### config.mk
export PLATFORM = sky130hd
export DESIGN_NAME = dmem_arbiter_flat
export DESIGN_NICKNAME = d
export VERILOG_FILES = /design/src/rtl/dmem_arbiter_if.sv /design/src/rtl/dmem_arbiter.sv /design/src/flat_wrapper.sv
export SDC_FILE = /design/constraint.sdc
export NUM_CORES = 1
export LEC_CHECK = 0
export ABC_AREA = 1
export BUFFER_PORTS_ARGS = -buffer_cell sky130_fd_sc_hd__buf_2
export CAP_MARGIN = 25
export CORE_AREA = 4 4 114 116
export DETAILED_ROUTE_END_ITERATION = 10
export DIE_AREA = 0 0 118 120
export PLACE_DENSITY = 0.66
export SYNTH_ARGS = -nofsm -noshare
export SYNTH_HDL_FRONTEND = slang
export SYNTH_SLANG_ARGS = --single-unit
### constraint.sdc
create_clock -name clk -period 1.5 [get_ports clk]
set_clock_uncertainty 0.05 [all_clocks]
set_input_delay 0.15 -clock clk [delete_from_list [all_inputs] [get_ports clk]]
set_output_delay 0.15 -clock clk [all_outputs]
set_load 0.01 [all_outputs]
### src/rtl/dmem_arbiter_if.sv
// dmem_arbiter_if: CPU port, DMA port and data-RAM port bundle.
// slave = arbiter side; master = requesters and RAM side.
interface dmem_arbiter_if;
  logic        cpu_req;
  logic        cpu_we;
  logic [31:0] cpu_addr;
  logic [31:0] cpu_wdata;
  logic [31:0] cpu_rdata;
  logic        cpu_stall;

  logic        dma_req;
  logic        dma_we;
  logic [31:0] dma_addr;
  logic [31:0] dma_wdata;
  logic        dma_ack;
  logic [31:0] dma_rdata;

  logic        mem_we;
  logic [31:0] mem_addr;
  logic [31:0] mem_wd;
  logic [31:0] mem_rd;

  modport slave (
    input  cpu_req, cpu_we,
    input  cpu_addr, cpu_wdata,
    output cpu_rdata, cpu_stall,
    input  dma_req, dma_we,
    input  dma_addr, dma_wdata,
    output dma_ack, dma_rdata,
    output mem_we, mem_addr, mem_wd,
    input  mem_rd
  );

  modport master (
    output cpu_req, cpu_we,
    output cpu_addr, cpu_wdata,
    input  cpu_rdata, cpu_stall,
    output dma_req, dma_we,
    output dma_addr, dma_wdata,
    input  dma_ack, dma_rdata,
    input  mem_we, mem_addr, mem_wd,
    output mem_rd
  );
endinterface

### src/rtl/dmem_arbiter.sv
// dmem_arbiter: CPU/DMA arbiter for a single-port data RAM.
// Define DMEM_ARB_PERF_EN to add stall_cnt/dma_cnt counters.
module dmem_arbiter #(
  parameter int unsigned STARVE_LIMIT = 4
) (
  input  logic          clk,
  input  logic          rst,
  dmem_arbiter_if.slave bus
`ifdef DMEM_ARB_PERF_EN
  ,
  output logic [15:0]   stall_cnt,
  output logic [15:0]   dma_cnt
`endif
);

  localparam logic [3:0] LIMIT =
    4'(STARVE_LIMIT);

  typedef enum logic {
    IDLE,
    ACK
  } state_e;

  state_e      state_q, state_d;
  logic [3:0]  wait_q, wait_d;
  logic        ack_q;
  logic [31:0] rdata_q;
  logic        grant;
  logic        starved;

  assign starved = (wait_q >= LIMIT);

  always_comb begin
    state_d = state_q;
    wait_d  = '0;
    grant   = 1'b0;
    unique case (state_q)
      IDLE: begin
        grant = bus.dma_req &
                (~bus.cpu_req | starved);
        if (grant) begin
          state_d = ACK;
        end else if (bus.dma_req) begin
          wait_d = starved ? wait_q
                           : wait_q + 4'd1;
        end
      end
      ACK: state_d = IDLE;
      default: state_d = IDLE;
    endcase
  end

  // The grant cycle is the single cycle the RAM port belongs to DMA.
  always_ff @(posedge clk or negedge rst) begin
    if (!rst) begin
      state_q <= IDLE;
      wait_q  <= '0;
      ack_q   <= 1'b0;
      rdata_q <= '0;
    end else begin
      state_q <= state_d;
      wait_q  <= wait_d;
      ack_q   <= grant;
      if (grant) begin
        rdata_q <= bus.mem_rd;
      end
    end
  end

  always_comb begin
    if (grant) begin
      bus.mem_we   = bus.dma_we;
      bus.mem_addr = bus.dma_addr;
      bus.mem_wd   = bus.dma_wdata;
    end else begin
      bus.mem_we   = bus.cpu_req & bus.cpu_we;
      bus.mem_addr = bus.cpu_addr;
      bus.mem_wd   = bus.cpu_wdata;
    end
  end

  assign bus.cpu_rdata = bus.mem_rd;
  assign bus.cpu_stall = bus.cpu_req & grant;
  assign bus.dma_ack   = ack_q;
  assign bus.dma_rdata = rdata_q;

`ifdef DMEM_ARB_PERF_EN
  logic [15:0] stall_cnt_q;
  logic [15:0] dma_cnt_q;
  logic        stall;

  assign stall = bus.cpu_req & grant;

  always_ff @(posedge clk or negedge rst) begin
    if (!rst) begin
      stall_cnt_q <= '0;
      dma_cnt_q   <= '0;
    end else begin
      if (stall && (stall_cnt_q != 16'hffff)) begin
        stall_cnt_q <= stall_cnt_q + 16'd1;
      end
      if (ack_q && (dma_cnt_q != 16'hffff)) begin
        dma_cnt_q <= dma_cnt_q + 16'd1;
      end
    end
  end

  assign stall_cnt = stall_cnt_q;
  assign dma_cnt   = dma_cnt_q;
`endif

endmodule

### src/flat_wrapper.sv
// flat-port wrapper written by rule: the top's interface ports become plain ports
module dmem_arbiter_flat 
#(
  parameter int unsigned STARVE_LIMIT = 4
)
  (clk, rst, bus_cpu_req, bus_cpu_we, bus_cpu_addr, bus_cpu_wdata, bus_cpu_rdata, bus_cpu_stall, bus_dma_req, bus_dma_we, bus_dma_addr, bus_dma_wdata, bus_dma_ack, bus_dma_rdata, bus_mem_we, bus_mem_addr, bus_mem_wd, bus_mem_rd);
  dmem_arbiter_if bus_i ();
  input  logic clk;
  input  logic rst;
  input wire logic [$bits(bus_i.cpu_req)-1:0] bus_cpu_req;
  input wire logic [$bits(bus_i.cpu_we)-1:0] bus_cpu_we;
  input wire logic [$bits(bus_i.cpu_addr)-1:0] bus_cpu_addr;
  input wire logic [$bits(bus_i.cpu_wdata)-1:0] bus_cpu_wdata;
  output wire logic [$bits(bus_i.cpu_rdata)-1:0] bus_cpu_rdata;
  output wire logic [$bits(bus_i.cpu_stall)-1:0] bus_cpu_stall;
  input wire logic [$bits(bus_i.dma_req)-1:0] bus_dma_req;
  input wire logic [$bits(bus_i.dma_we)-1:0] bus_dma_we;
  input wire logic [$bits(bus_i.dma_addr)-1:0] bus_dma_addr;
  input wire logic [$bits(bus_i.dma_wdata)-1:0] bus_dma_wdata;
  output wire logic [$bits(bus_i.dma_ack)-1:0] bus_dma_ack;
  output wire logic [$bits(bus_i.dma_rdata)-1:0] bus_dma_rdata;
  output wire logic [$bits(bus_i.mem_we)-1:0] bus_mem_we;
  output wire logic [$bits(bus_i.mem_addr)-1:0] bus_mem_addr;
  output wire logic [$bits(bus_i.mem_wd)-1:0] bus_mem_wd;
  input wire logic [$bits(bus_i.mem_rd)-1:0] bus_mem_rd;
  assign bus_i.cpu_req = bus_cpu_req;
  assign bus_i.cpu_we = bus_cpu_we;
  assign bus_i.cpu_addr = bus_cpu_addr;
  assign bus_i.cpu_wdata = bus_cpu_wdata;
  assign bus_cpu_rdata = bus_i.cpu_rdata;
  assign bus_cpu_stall = bus_i.cpu_stall;
  assign bus_i.dma_req = bus_dma_req;
  assign bus_i.dma_we = bus_dma_we;
  assign bus_i.dma_addr = bus_dma_addr;
  assign bus_i.dma_wdata = bus_dma_wdata;
  assign bus_dma_ack = bus_i.dma_ack;
  assign bus_dma_rdata = bus_i.dma_rdata;
  assign bus_mem_we = bus_i.mem_we;
  assign bus_mem_addr = bus_i.mem_addr;
  assign bus_mem_wd = bus_i.mem_wd;
  assign bus_i.mem_rd = bus_mem_rd;
  dmem_arbiter #(.STARVE_LIMIT(STARVE_LIMIT)) u_core (.clk(clk), .rst(rst), .bus(bus_i));
endmodule
# --- Word-level counts from Yosys, hierarchy flattened ---
# Index checks and enable logic that the tools add are counted.
word_totals:
  reg_bits: 38
  input_bits: 166
  out_inout_bits: 131
op_classes:
  add_sub_neg: 1
  magnitude_cmp: 1
  eq_ne: 1
  n_mux: 10
  bitwise_logic: 6
op_table:
  columns: ["op", "n"]
  rows:
  - ["$mux W32", 2]
  - ["$mux W4", 4]
  - ["$add A4 B1 Y4 const B", 1]
  - ["$ge A4 B3 Y1 const B", 1]
  - ["$ne A4 B3 Y1 const B", 1]
  - ["$and A1 B1 Y1", 3]
  - ["$mux W1", 3]
  - ["$not A1 Y1", 2]
  - ["$pmux W1 S2", 1]
  - ["$or A1 B1 Y1", 1]

# --- Depth between registers and ports, before layout ---
depth:
  word_depth: 5
  depth_mapped: 7

# --- Worst setup path after synthesis ---
# No wires, ideal clock.
synth_path:
  path_kind: "reg2out"
  from: "register, netlist name u_core.bus.dma_ack"
  to: "output port bus_mem_wd[17]"
  arrival_ns: 1.169
  slack_ns: 0.131
  path_stages_with_launch: 6
  n_path_buf: 2
  cell_sequence: "dfrtp_1 nor2_4 buf_4 buf_2 nand3_1 nand2_1"
synth_lines:
  columns: ["item", "line", "rtl"]
  rows:
  - ["end: declaration", "flat_wrapper.sv:24", "output wire logic [$bits(bus_i.mem_wd)-1:0] bus_mem_wd;"]

==> impl_metrics.json <==
{
  "min_period_over_period_pct": 112,
  "leakagePower_nw": 2.91,
  "antenna_found_initial": 0,
  "clockBufferDepth": 2,
  "utilization_pct": 39.1,
  "root_buffer": "clkbuf_16",
  "syn_area_um2": 2620,
  "path_clk_slew_ns": 0.06,
  "grt_pass1_wl_um": 16900,
  "status": "finished, violations left",
  "vias_per_cell": 4.28,
  "crit_path_end_kind": "primary output",
  "synth.avg_cell_area_um2": 6.42,
  "vias": 3574,
  "initialDrtViolationCount": 105,
  "max_freq_mhz": 593,
  "fin_setup_tns_ns": -10.41,
  "rsz0062_at_grt": "true",
  "num_antenna_cells": 0,
  "grt_overflow": 0,
  "cts_tree": "yes",
  "syn_nets": 575,
  "ant_nets": 0,
  "rows": 40,
  "clock_sinks": 37,
  "dieArea_um2": 14200,
  "critPathArrivalTime_ns": 1.49,
  "seq_area_frac_synth_pct": 35.4,
  "critPathRequiredTime_ns": 1.30,
  "core_area_um2": 11900,
  "drv_cap": 0,
  "setup-violations-final": 66,
  "io_buffers": 296,
  "drc": 0,
  "grt_start_max_net_pins": 41,
  "crit_type": "reg2out",
  "synth_cell_type_count": 15,
  "clkLatencyLatePin_ns": 0.28,
  "critPathLaunchType": "register",
  "area_growth_pct": 77.6,
  "drive_gt1_share_pct": 52.7,
  "die_y_um": 120,
  "dr.pass1.iters": 4,
  "holdCritPathClass": "in2reg",
  "post_drt_wl_per_cell_um": 13.4,
  "fill_cells": 1314,
  "start_util_pct": 22.0,
  "critPathMaxFanout": 15,
  "gp_congestion": 0.769,
  "ios": 297,
  "ir_drop_uv": 373,
  "layout_min_cycle_time_ns": 1.69,
  "wirelength_um": 11200,
  "track_usage_pct": 14.3,
  "powerDensity_nw_per_um2": 845,
  "drv_slew": 0,
  "holdWs_ns": 0.0593,
  "fin_nets": 855,
  "synthCells": 408,
  "ys_warn_count": 0,
  "violations": "negative setup slack",
  "final_hold_viol_count": 0,
  "dp.final_hpwl_um": 8730,
  "numCtsBuffers": 5,
  "ys_seq_elements": 37,
  "fp.dieW_um": 118,
  "setup_ws_ns": -0.186,
  "grt_pass1_vias": 3463,
  "cts_max_level": 2
}
## path summary, 6_finish.rpt
check                                        startpoint                                    to  slack [ns]  cells after the start
max                        u_core.bus.dma_ack$_DFF_PN0_                        bus_mem_wd[28]       -0.19                      7
min reg2reg                u_core.wait_q[0]$_DFFE_PN0P_          u_core.wait_q[0]$_DFFE_PN0P_        0.38                      1
min                                      bus_mem_rd[10]  u_core.bus.dma_rdata[10]$_DFFE_PN0P_        0.06                      3
max reg2reg                u_core.bus.dma_ack$_DFF_PN0_   u_core.bus.dma_rdata[1]$_DFFE_PN0P_        0.02                      8
max in group asynchronous                           rst  u_core.bus.dma_rdata[14]$_DFFE_PN0P_        0.64                      3
min in group asynchronous                           rst   u_core.bus.dma_rdata[4]$_DFFE_PN0P_        0.30                      2
## report_power, final
part           leakage [nW]  internal [mW]  switching (mW)
clock                0.0810          0.788           0.418
combinational          2.37          0.708           0.807
sequential            0.461           1.14          0.0715
total                  2.91           2.63            1.30
## final cells by class
type,count,area (um2),share of cell area (%)
clock inverter,2,38.8,0.834
clock buffer,6,129,2.77
tap,147,184,3.95
inverter,6,22.5,0.484
sequential,37,926,19.9
timing repair buffer,335,1960,42.2
multi-input combinational,303,1390,29.9
## sequential cells by signal (all words and copies together), names as in the netlist
name                  flops
u_core.bus.dma_ack        1
u_core.wait_q             4
u_core.bus.dma_rdata     32
## Yosys cell counts, drive strengths merged
cell type  number  share of area, %
nand2         197                28
nand3          99                19
buf            54                14
dfrtp          37                35
clkbuf          8               1.1
inv             6              0.86
nor2            5               1.1
conb            1              0.14
ha              1              0.48
## through the flow
step / std cells / worst slack, ns / power, mW / instance area (um2)
after detailed placement: 812 / 0.0779 / 2.65 / 4190
after global routing: 836 / -0.257 / 4.20 / 4650
after floorplan: 408 / 0.131 / 1.92 / 2620
after global placement: 812 / 0.0910 / 2.63 / 4190
after CTS: 835 / -0.217 / 3.95 / 4560
final: 836 / -0.186 / 3.93 / 4650
## placed cells by master (no fill, tap or decap)
cell and n:
inv_1 6, nand2_4 3, clkinv_4 1, nand2_1 185, nand3_2 6, bufinv_16 1
nor2_4 2, nor2_2 1, clkbuf_1 1, buf_6 5, nor2_1 2, dfrtp_1 37
nand3_1 92, nand2_2 8, clkbuf_16 7, dlygate4sd3_1 1, nand3_4 1, conb_1 1
ha_1 1, buf_8 2, buf_12 9, buf_4 22, nand2_8 1, buf_2 294
## timing repair
action	CTS	global route
setup buffers	15	2
setup endpoints to repair	66	92
gates cloned	1	2
pin swaps	5	8
endpoints found under the hold margin	18	0
hold buffers	1	0
resized for setup	20	16
## cells by family after synthesis
group | Yosys count | share of synthesized area [%]
buffers and inverters | 68 | 15.6
and+or+nand+nor | 301 | 48.4
DFF | 37 | 35.4
other | 1 | 0.143
adders and majority gates | 1 | 0.478
## worst max-delay path, stage by stage (launching register included)
cell       delay [ns]
dfrtp_1          0.40
nor2_4           0.15
buf_6            0.13
nand2_8          0.08
clkbuf_16        0.19
nand2_1          0.06
nand2_1          0.04
buf_2            0.13
## layer usage
metal / part of all wire [%] / global-route usage (%) / vias up
met3: 8.4 / 3.91 / 7
li1: - / - / 1817
met5: 0 / 0 / -
met2: 53 / 27.4 / 179
met4: 0.56 / 2.42 / 0
met1: 38 / 16.0 / 1571
Power figures use the tool's default switching activity.
